<file path="config.mk">
export PLATFORM = sky130hd
export DESIGN_NAME = lwc_pdo_sink
export DESIGN_NICKNAME = d
export VERILOG_FILES = /design/src/rtl/lwc_pdo_sink_pkg.sv /design/src/rtl/lwc_pdo_sink_keep_gen.sv /design/src/rtl/lwc_pdo_sink.sv
export SDC_FILE = /design/constraint.sdc
export NUM_CORES = 1
export LEC_CHECK = 0
export ABC_AREA = 1
export CORE_MARGIN = 2
export CORE_UTILIZATION = 47
export CTS_CLUSTER_SIZE = 25
export DETAILED_ROUTE_END_ITERATION = 16
export GPL_TIMING_DRIVEN = 0
export HOLD_SLACK_MARGIN = 0.12
export PLACE_DENSITY = 0.77
export SYNTH_ARGS = -nofsm -noshare
export SYNTH_HDL_FRONTEND = slang
export SYNTH_HIERARCHICAL = 1
export SYNTH_SLANG_ARGS = --single-unit
</file>
<file path="constraint.sdc">
create_clock -name clk -period 1.96 [get_ports clk]
set_input_delay 0.49 -clock clk [delete_from_list [all_inputs] [get_ports clk]]
set_output_delay 0.49 -clock clk [all_outputs]
set_load 0.01 [all_outputs]
</file>
<file path="src/rtl/lwc_pdo_sink_pkg.sv">
// Shared constants for the LWC do_* output sink: bus defaults, status codes,
// segment type codes, header field offsets and the FSM state encoding.
package lwc_pdo_sink_pkg;

  localparam int         PKG_BUSW      = 32;
  localparam int         PKG_LENW      = 16;
  localparam logic [3:0] PKG_STAT_OK   = 4'hE;
  localparam logic [3:0] PKG_STAT_FAIL = 4'hF;

  localparam logic [3:0] SEG_AD     = 4'h1;
  localparam logic [3:0] SEG_PLAIN  = 4'h4;
  localparam logic [3:0] SEG_CIPHER = 4'h5;
  localparam logic [3:0] SEG_TAG    = 4'h8;
  localparam logic [3:0] SEG_NPUB   = 4'hD;

  // Byte positions inside a header word, counted from byte0 at the MSB end
  localparam int HDR_TYPE_BYTE = 0;
  localparam int HDR_LEN_BYTE  = 2;

  typedef enum logic [1:0] {
    S_HDR  = 2'd0,
    S_DATA = 2'd1,
    S_STAT = 2'd2
  } state_t;

endpackage

</file>
<file path="src/rtl/lwc_pdo_sink_keep_gen.sv">
// Byte count of the next payload word (min of remaining bytes and bus bytes)
// and the matching MSB-aligned byte-keep mask.
module pdo_keep_gen #(
  parameter int BUSW = 32,
  parameter int LENW = 16
) (
  input  logic [LENW-1:0]   rem,
  output logic [LENW-1:0]   n_bytes,
  output logic [BUSW/8-1:0] keep
);

  localparam int              BPW   = BUSW / 8;
  localparam logic [LENW-1:0] BPW_L = LENW'(BPW);

  always_comb begin
    n_bytes = (rem < BPW_L) ? rem : BPW_L;
    keep    = '0;
    for (int i = 0; i < BPW; i++) begin
      keep[BPW-1-i] = (LENW'(i) < n_bytes);
    end
  end

endmodule

</file>
<file path="src/rtl/lwc_pdo_sink.sv">
// Consumer of the LWC do_* bus: parses segment headers, forwards payload with
// byte keeps and reports message status. Optional checks: PDO_PROTOCOL_CHECK_EN.
module lwc_pdo_sink
  import lwc_pdo_sink_pkg::*;
#(
  parameter int         BUSW      = PKG_BUSW,
  parameter logic [3:0] STAT_OK   = PKG_STAT_OK,
  parameter logic [3:0] STAT_FAIL = PKG_STAT_FAIL,
  parameter int         LENW      = PKG_LENW
) (
  input  logic              clk,
  input  logic              rst,
  input  logic [BUSW-1:0]   do_data,
  input  logic              do_valid,
  input  logic              do_last,
  output logic              do_ready,
  output logic [BUSW-1:0]   pld_data,
  output logic [BUSW/8-1:0] pld_keep,
  output logic [3:0]        pld_type,
  output logic              pld_last,
  output logic              pld_valid,
  input  logic              pld_ready,
  output logic              msg_done,
  output logic              msg_ok,
  output logic              proto_err
);

  localparam int              BPW      = BUSW / 8;
  localparam logic [LENW-1:0] BPW_L    = LENW'(BPW);
  localparam int              TYPE_MSB = BUSW - 1 - 8 * HDR_TYPE_BYTE;
  localparam int              LEN_MSB  = BUSW - 1 - 8 * HDR_LEN_BYTE;

  state_t            state, state_nxt;
  logic [LENW-1:0]   rem, rem_nxt;
  logic [3:0]        seg_type, seg_type_nxt;
  logic              last_seg, last_seg_nxt;
  logic [LENW-1:0]   n_bytes;
  logic [BPW-1:0]    keep;
  logic              accept, word_err, load_pld, stat_fire, err;
  logic [3:0]        byte0_hi;
  logic              hdr_last;
  logic [LENW-1:0]   hdr_len;

  assign byte0_hi = do_data[TYPE_MSB -: 4];
  assign hdr_last = do_data[TYPE_MSB - 7];
  assign hdr_len  = LENW'(do_data[LEN_MSB -: 16]);

  assign do_ready = (state != S_DATA) || !pld_valid || pld_ready;
  assign accept   = do_valid && do_ready;

`ifdef PDO_PROTOCOL_CHECK_EN
  // Only the status word may carry do_last, and it must carry a known nibble
  assign word_err = (state == S_STAT)
                  ? (!do_last || ((byte0_hi != STAT_OK) && (byte0_hi != STAT_FAIL)))
                  : do_last;
`else
  logic unused_proto;
  assign word_err     = 1'b0;
  assign unused_proto = &{1'b0, do_last, STAT_FAIL};
`endif

  pdo_keep_gen #(
    .BUSW (BUSW),
    .LENW (LENW)
  ) u_keep_gen (
    .rem     (rem),
    .n_bytes (n_bytes),
    .keep    (keep)
  );

  always_comb begin
    state_nxt    = state;
    rem_nxt      = rem;
    seg_type_nxt = seg_type;
    last_seg_nxt = last_seg;
    load_pld     = 1'b0;
    stat_fire    = 1'b0;
    err          = 1'b0;
    if (accept) begin
      if (word_err) begin
        err       = 1'b1;
        state_nxt = S_HDR;
        rem_nxt   = '0;
      end else begin
        case (state)
          S_HDR: begin
            seg_type_nxt = byte0_hi;
            last_seg_nxt = hdr_last;
            rem_nxt      = hdr_len;
            if (hdr_len != '0) state_nxt = S_DATA;
            else if (hdr_last) state_nxt = S_STAT;
            else               state_nxt = S_HDR;
          end
          S_DATA: begin
            load_pld = 1'b1;
            rem_nxt  = rem - n_bytes;
            if (rem <= BPW_L) state_nxt = last_seg ? S_STAT : S_HDR;
          end
          S_STAT: begin
            stat_fire = 1'b1;
            state_nxt = S_HDR;
          end
          default: state_nxt = S_HDR;
        endcase
      end
    end
  end

  // The payload register frees itself on pld_ready unless refilled in the same cycle
  always_ff @(posedge clk or negedge rst) begin
    if (!rst) begin
      state     <= S_HDR;
      rem       <= '0;
      seg_type  <= '0;
      last_seg  <= 1'b0;
      pld_valid <= 1'b0;
      pld_data  <= '0;
      pld_keep  <= '0;
      pld_type  <= '0;
      pld_last  <= 1'b0;
      msg_done  <= 1'b0;
      msg_ok    <= 1'b0;
      proto_err <= 1'b0;
    end else begin
      state     <= state_nxt;
      rem       <= rem_nxt;
      seg_type  <= seg_type_nxt;
      last_seg  <= last_seg_nxt;
      msg_done  <= stat_fire;
      proto_err <= err;
      if (stat_fire) msg_ok <= (byte0_hi == STAT_OK);
      if (load_pld) begin
        pld_valid <= 1'b1;
        pld_data  <= do_data;
        pld_keep  <= keep;
        pld_type  <= seg_type;
        pld_last  <= (rem <= BPW_L);
      end else if (pld_ready) begin
        pld_valid <= 1'b0;
      end
    end
  end

endmodule

</file>
Yosys cells after proc, flatten, opt, wreduce, memory -nomap -nowiden:

Cells that the tools add are included.
Widths: inputs -> output; s select.

* register bits after elaboration: 67
* bits of input ports: 37
* output and inout bits: 46
* logic and storage cells: 47

* add/subtract/negate cells: 1
* $lt $le $gt $ge: 6
* equality and inequality tests: 5
* mux-type cells: 13
* reduce and logical (&&, ||, !) cells: 11

Operators with widths (count)
* $lt 1x16->1 const A: 2
* $lt 2x16->1 const A: 2
* $pmux 16 s2: 1
* $le 16x3->1 const B: 1
* $lt 16x3->1 const B: 1
* $mux 16: 1
* $reduce_bool 16->1: 1
* $sub 16x16->16: 1
* $mux 2: 4
* $mux 1: 6
* $reduce_and 2->1: 3
* $eq 4x4->1 const B: 1
* $pmux 2 s2: 1
* $reduce_bool 2->1: 2
* $eq 2x1->1 const B: 1
* $eq 2x2->1 const B: 1
* $logic_not 2->1: 1
* $logic_or 1x1->1: 2
* $ne 2x1->1 const B: 1
* $ne 2x2->1 const B: 1
* $logic_and 1x1->1: 1
* $logic_not 1->1: 1

Logic depth before layout (Yosys ltp):

* word-level depth: 6
* depth in mapped cells: 17
* depth with buffers taken out: 17

Modules after synthesis:

Netlist, hierarchy kept.

Modules (own cells, without submodules)
* lwc_pdo_sink: instances 1, cells an instance 479, area each 3763.6 µm², sequential area each 1676.6 µm²
* pdo_keep_gen: instances 1, cells an instance 35, area each 231.5 µm², sequential area each 0.0 µm²

Worst setup path before layout:

No wires, ideal clock.

* kind: reg2reg
* start: register rem[2]
* end: register rem[15]
* arrival: 1.955 ns
* data required time: 1.843 ns
* path slack: -0.111 ns
* cell stages (with the launch flop): 15
* clock period less this slack: 2.071 ns
* cell sequence: dfrtp_1 -> or2_4 -> nor2_8 -> nand2_4 -> inv_1 -> ha_1 -> or2_2 -> nand3_1 -> nand2_1 -> nand2_1 -> nand2_1 -> nand2_1 -> nand3_1 -> nand2_1 -> nand2_1

* cells in the longest elaborated chain, start to end: 4

RTL lines
* from (decl): line lwc_pdo_sink.sv:34 `logic [LENW-1:0] rem, rem_nxt;`
* from (signal assigned): line lwc_pdo_sink.sv:126 `rem <= rem_nxt;`
* $lt 16x3->1: line lwc_pdo_sink_keep_gen.sv:16 `n_bytes = (rem < BPW_L) ? rem : BPW_L;`
* $mux 16 *: line lwc_pdo_sink_keep_gen.sv:16
* via n_bytes[2]: line lwc_pdo_sink.sv:37 `logic [LENW-1:0] n_bytes;`
* $sub 16x16->16 *: line lwc_pdo_sink.sv:96 `rem_nxt = rem - n_bytes;`
* $pmux 16 s2 *: line lwc_pdo_sink.sv:85 `case (state)`

The timed path passes the listed nets; every way through them passes the cells marked *.
A chain may end at the register's enable or synchronous reset.

Worst setup path in the final report:

* start: register rem[12]
* end: register rem[5]

* cells in the longest elaborated chain, start to end: 4

RTL lines (line)
* $lt 16x3->1: lwc_pdo_sink_keep_gen.sv:16
* $mux 16: lwc_pdo_sink_keep_gen.sv:16
* via n_bytes[2]: lwc_pdo_sink.sv:37
* $sub 16x16->16: lwc_pdo_sink.sv:96
* $pmux 16 s2: lwc_pdo_sink.sv:85

The timed path passes the listed nets, and every way through them passes these cells.

==> impl_metrics.tcl <==
set metrics [dict create \
    wire_per_inst_um 13.7 \
    synthesis.area_sq_um 4000 \
    hold_buffers 0 \
    synthXorXnorAreaFrac_pct 1.32 \
    antenna_left 0 \
    synthAdderAreaFrac_pct 5.20 \
    p_leak_nw 2.79 \
    p_clk_share_pct 13.5 \
    critPathBufInv 2 \
    ir_worst_vdd_mv 0.548 \
    slew_headroom_pct 46.2 \
    viasPerCell 4.96 \
    finalInstanceArea_sq_um 5560 \
    holdWs_ns 0.239 \
    utilization_pct 67.7 \
    grt_max_degree 68 \
    end_kind "flip-flop" \
    dieArea_sq_um 9250 \
    io_pins 83 \
    drive_above_1_share_pct 19.1 \
    synth_area_leaders "dfrtp_1 (42%), nand2_1 (14%), inv_1 (8.0%), o21ai_0 (5.0%), mux2_1 (4.8%)" \
    finalSetupViolations 13 \
    insertion_delay_ns 0.35 \
    fillers 641 \
    synth_area_leader_cell "dfrtp_1" \
    share_seq_of_total_power_pct 28.5 \
    yosysUniqueCellTypes 34 \
    initial_core_util_pct 48.6 \
    power.density_nw_per_um2 1510 \
    p_total_mw 8.38 \
    yosys_warnings 6 \
    gp_congestion 0.890 \
    synthMuxAreaShare_pct 5.64 \
    syn2layout_area_growth_pct 39.1 \
    skew_ns 0.0112 \
    tightest_slew_ns 0.808 \
    worst_r2r_endpoint "rem[5]" \
    diodes 0 \
    yosys.area_share.simple_pct 24.4 \
    finalMaxSlewViolations 0 \
    cts_tree "done" \
    multi_input_area_sq_um 2080 \
    antenna_found_initial 0 \
    drt_wl_total_um 10300 \
    root_buffer "clkbuf_8" \
    cp_top_family "simple AND/OR/NAND/NOR gates" \
    regArea_sq_um 1680 \
    clock_path_buffers 2 \
    mostFrequentLayoutCell "nand2_1" \
    fp.dieH_um 96.2 \
    path_cells "nor2_1 > nand2_1 > nor2_4 > nand2_4 > nor2_4 > inv_1 > ha_1 > nand2_1 > nand2_2 > nand3_2 > nand2_4 > buf_6 > xor2_2 > o21ai_1 > nand2_1" \
    cp_max_fo 3 \
    drt_iter0_markers 216 \
    drc 0 \
    r2r_cells 15 \
    grt_pass1_wl_um 16600 \
    setup_ws_ns -0.247 \
    r2r_slack_ns -0.25 \
    track_usage_pct 23.2 \
    crit_slowest_cell "dfrtp_1" \
    hold_viol 0 \
    path_class "reg -> reg" \
    vias 3717 \
    dr.pass1.iters 4 \
    yosys.area.top_type_share_pct 42.0 \
    grt_pass1_vias 3597 \
    synth_top_family_by_area "simple AND/OR/NAND/NOR gates" \
    fmax_ghz 0.453 \
    cts_made_buffers 9 \
    r2r_start "rem[12]" \
    port_buffers 80 \
    cp.required_ns 2.19 \
    layout_common_cells "nand2_1 (131), inv_1 (83), clkdlybuf4s50_1 (78)" \
    cap_violations 0 \
    p_comb_share_pct 58.0 \
    die_x_um 96.2 \
    rows 33 \
    rsz0062_at_grt "yes" \
    worstPathArrival_ns 2.44 \
    hold_class "in -> async" \
    clk_pin_slew_ns 0.07 \
    power.switching_mw 3.56 \
    timing.final.crit_share_pct 113 \
    sw_frac_of_total_pct 42.5 \
    violations "negative setup slack" \
    ys_seq_elements 67 \
    cp_common_cell "nand2_1" \
    startpoint_type "flip-flop" \
    p_int_mw 4.83 \
    fin_nets 693 \
    status "finished, violations left" \
    ys_seq_area_share_pct 42.0 \
    numClockSinks 67 \
    gr-total-overflow 0 \
    cpPeakStageDelay_ns 0.39 \
    core-area_sq_um 8220 \
    syn_avg_cell_area_sq_um 7.77 \
    netlist_instances 514 \
    htreeDepth 3 \
    layout_min_cycle_time_ns 2.21 \
    dpl.hpwl_um 7490 \
    place_area_sq_um 5000 \
    synth_compound_area_share_pct 8.77 \
]
## metal layers
layer  global-route usage, %  vias up  wire length (um)
met5                       0        -                 0
met4                    7.02        0               119
met3                    3.13       15               693
met2                    40.4      135              5020
met1                    29.8     1721              4460
li1                        -     1846                 -
## cell usage after synthesis
library cell and instances:
a21oi_1 22, and2_1 1, buf_2 4, buf_4 14
buf_6 3, clkbuf_1 2, clkbuf_2 1, conb_1 2
dfrtp_1 67, fa_1 1, ha_1 15, inv_1 85
inv_2 3, mux2_1 17, mux2_2 3, nand2_1 148
nand2_2 2, nand2_4 2, nand3_1 26, nand3_2 1
nand4_1 5, nor2_1 20, nor2_2 3, nor2_4 2
nor2_8 1, nor3_1 7, nor4_1 2, o211ai_1 4
o21ai_0 40, o21ai_1 2, or2_2 2, or2_4 1
xnor2_1 2, xor2_1 4
## power by group through the flow
stage | clock (mW) | combinational, mW | sequential, mW
6_report | 1.13 | 4.86 | 2.39
4_1_cts | 1.14 | 4.54 | 2.37
5_1_grt | 1.20 | 5.41 | 2.45
3_5_place_dp | 0 | 4.03 | 2.49
3_3_place_gp | 0 | 3.93 | 2.47
2_1_floorplan | 0 | 2.39 | 2.57
## worst register-to-register path, delay by kind of cell, from the launching register on
family / cells / cell delay [ns]
XOR/XNOR: 1 / 0.14
buffers and inverters: 2 / 0.17
adder cells (fa/ha/maj): 1 / 0.26
flip-flops: 1 / 0.39
AND/OR/NAND/NOR: 10 / 1.03
AO/OA/AOI/OAI: 1 / 0.12
## worst max path at each step
stage / start / end / slack (ns) / cells after the start
4_1_cts: rem[3] / rem[11] / -0.17 / 16
3_3_place_gp: rst / pld_keep[1] / -1.76 / 1
3_5_place_dp: rem[14] / rem[9] / -0.33 / 16
6_report: rem[12] / rem[5] / -0.25 / 15
5_1_grt: rem[12] / rem[13] / -0.31 / 17
2_1_floorplan: rem[2] / rem[13] / -0.03 / 14
## through the flow
step	TNS, ns	cells	setup WS, ns
final	-1.74	750	-0.247
after global routing	-3.05	750	-0.307
after CTS	-1.56	746	-0.166
after detailed placement	-4.87	711	-0.331
after global placement	-121.36	711	-1.76
after floorplan	-0.0998	526	-0.0294
## registers in the layout, summed over array words and instances (netlist names)
| signal | cells |
|---|---|
| pld_last | 1 |
| seg_type | 4 |
| pld_valid | 1 |
| pld_keep | 4 |
| msg_done | 1 |
| pld_type | 4 |
| last_seg | 1 |
| rem | 16 |
| state | 2 |
| msg_ok | 1 |
| pld_data | 32 |
## kinds of logic after synthesis
group	after synthesis
multiplexers	20
other	2
AO/OA/AOI/OAI	68
flip-flops	67
buffers and inverters	112
adder cells (fa/ha/maj)	16
AND/OR/NAND/NOR	223
XOR/XNOR	6
## final cells by class
cell class	count	share of cell area, %
Buffer	24	3.11
Clock buffer	11	2.54
Clock inverter	5	0.945
Inverter	88	5.94
Multi-Input combinational cell	347	37.4
Sequential cell	67	30.2
Tap cell	105	2.36
Timing Repair Buffer	103	17.5
## timing repair
| item | in CTS | in global routing |
|---|---|---|
| gates resized for setup | 23 | 32 |
| pin swaps | 22 | 29 |
| setup buffers | 19 | 4 |
| setup endpoints to repair | 15 | 15 |
Power figures use the tool's default switching activity.
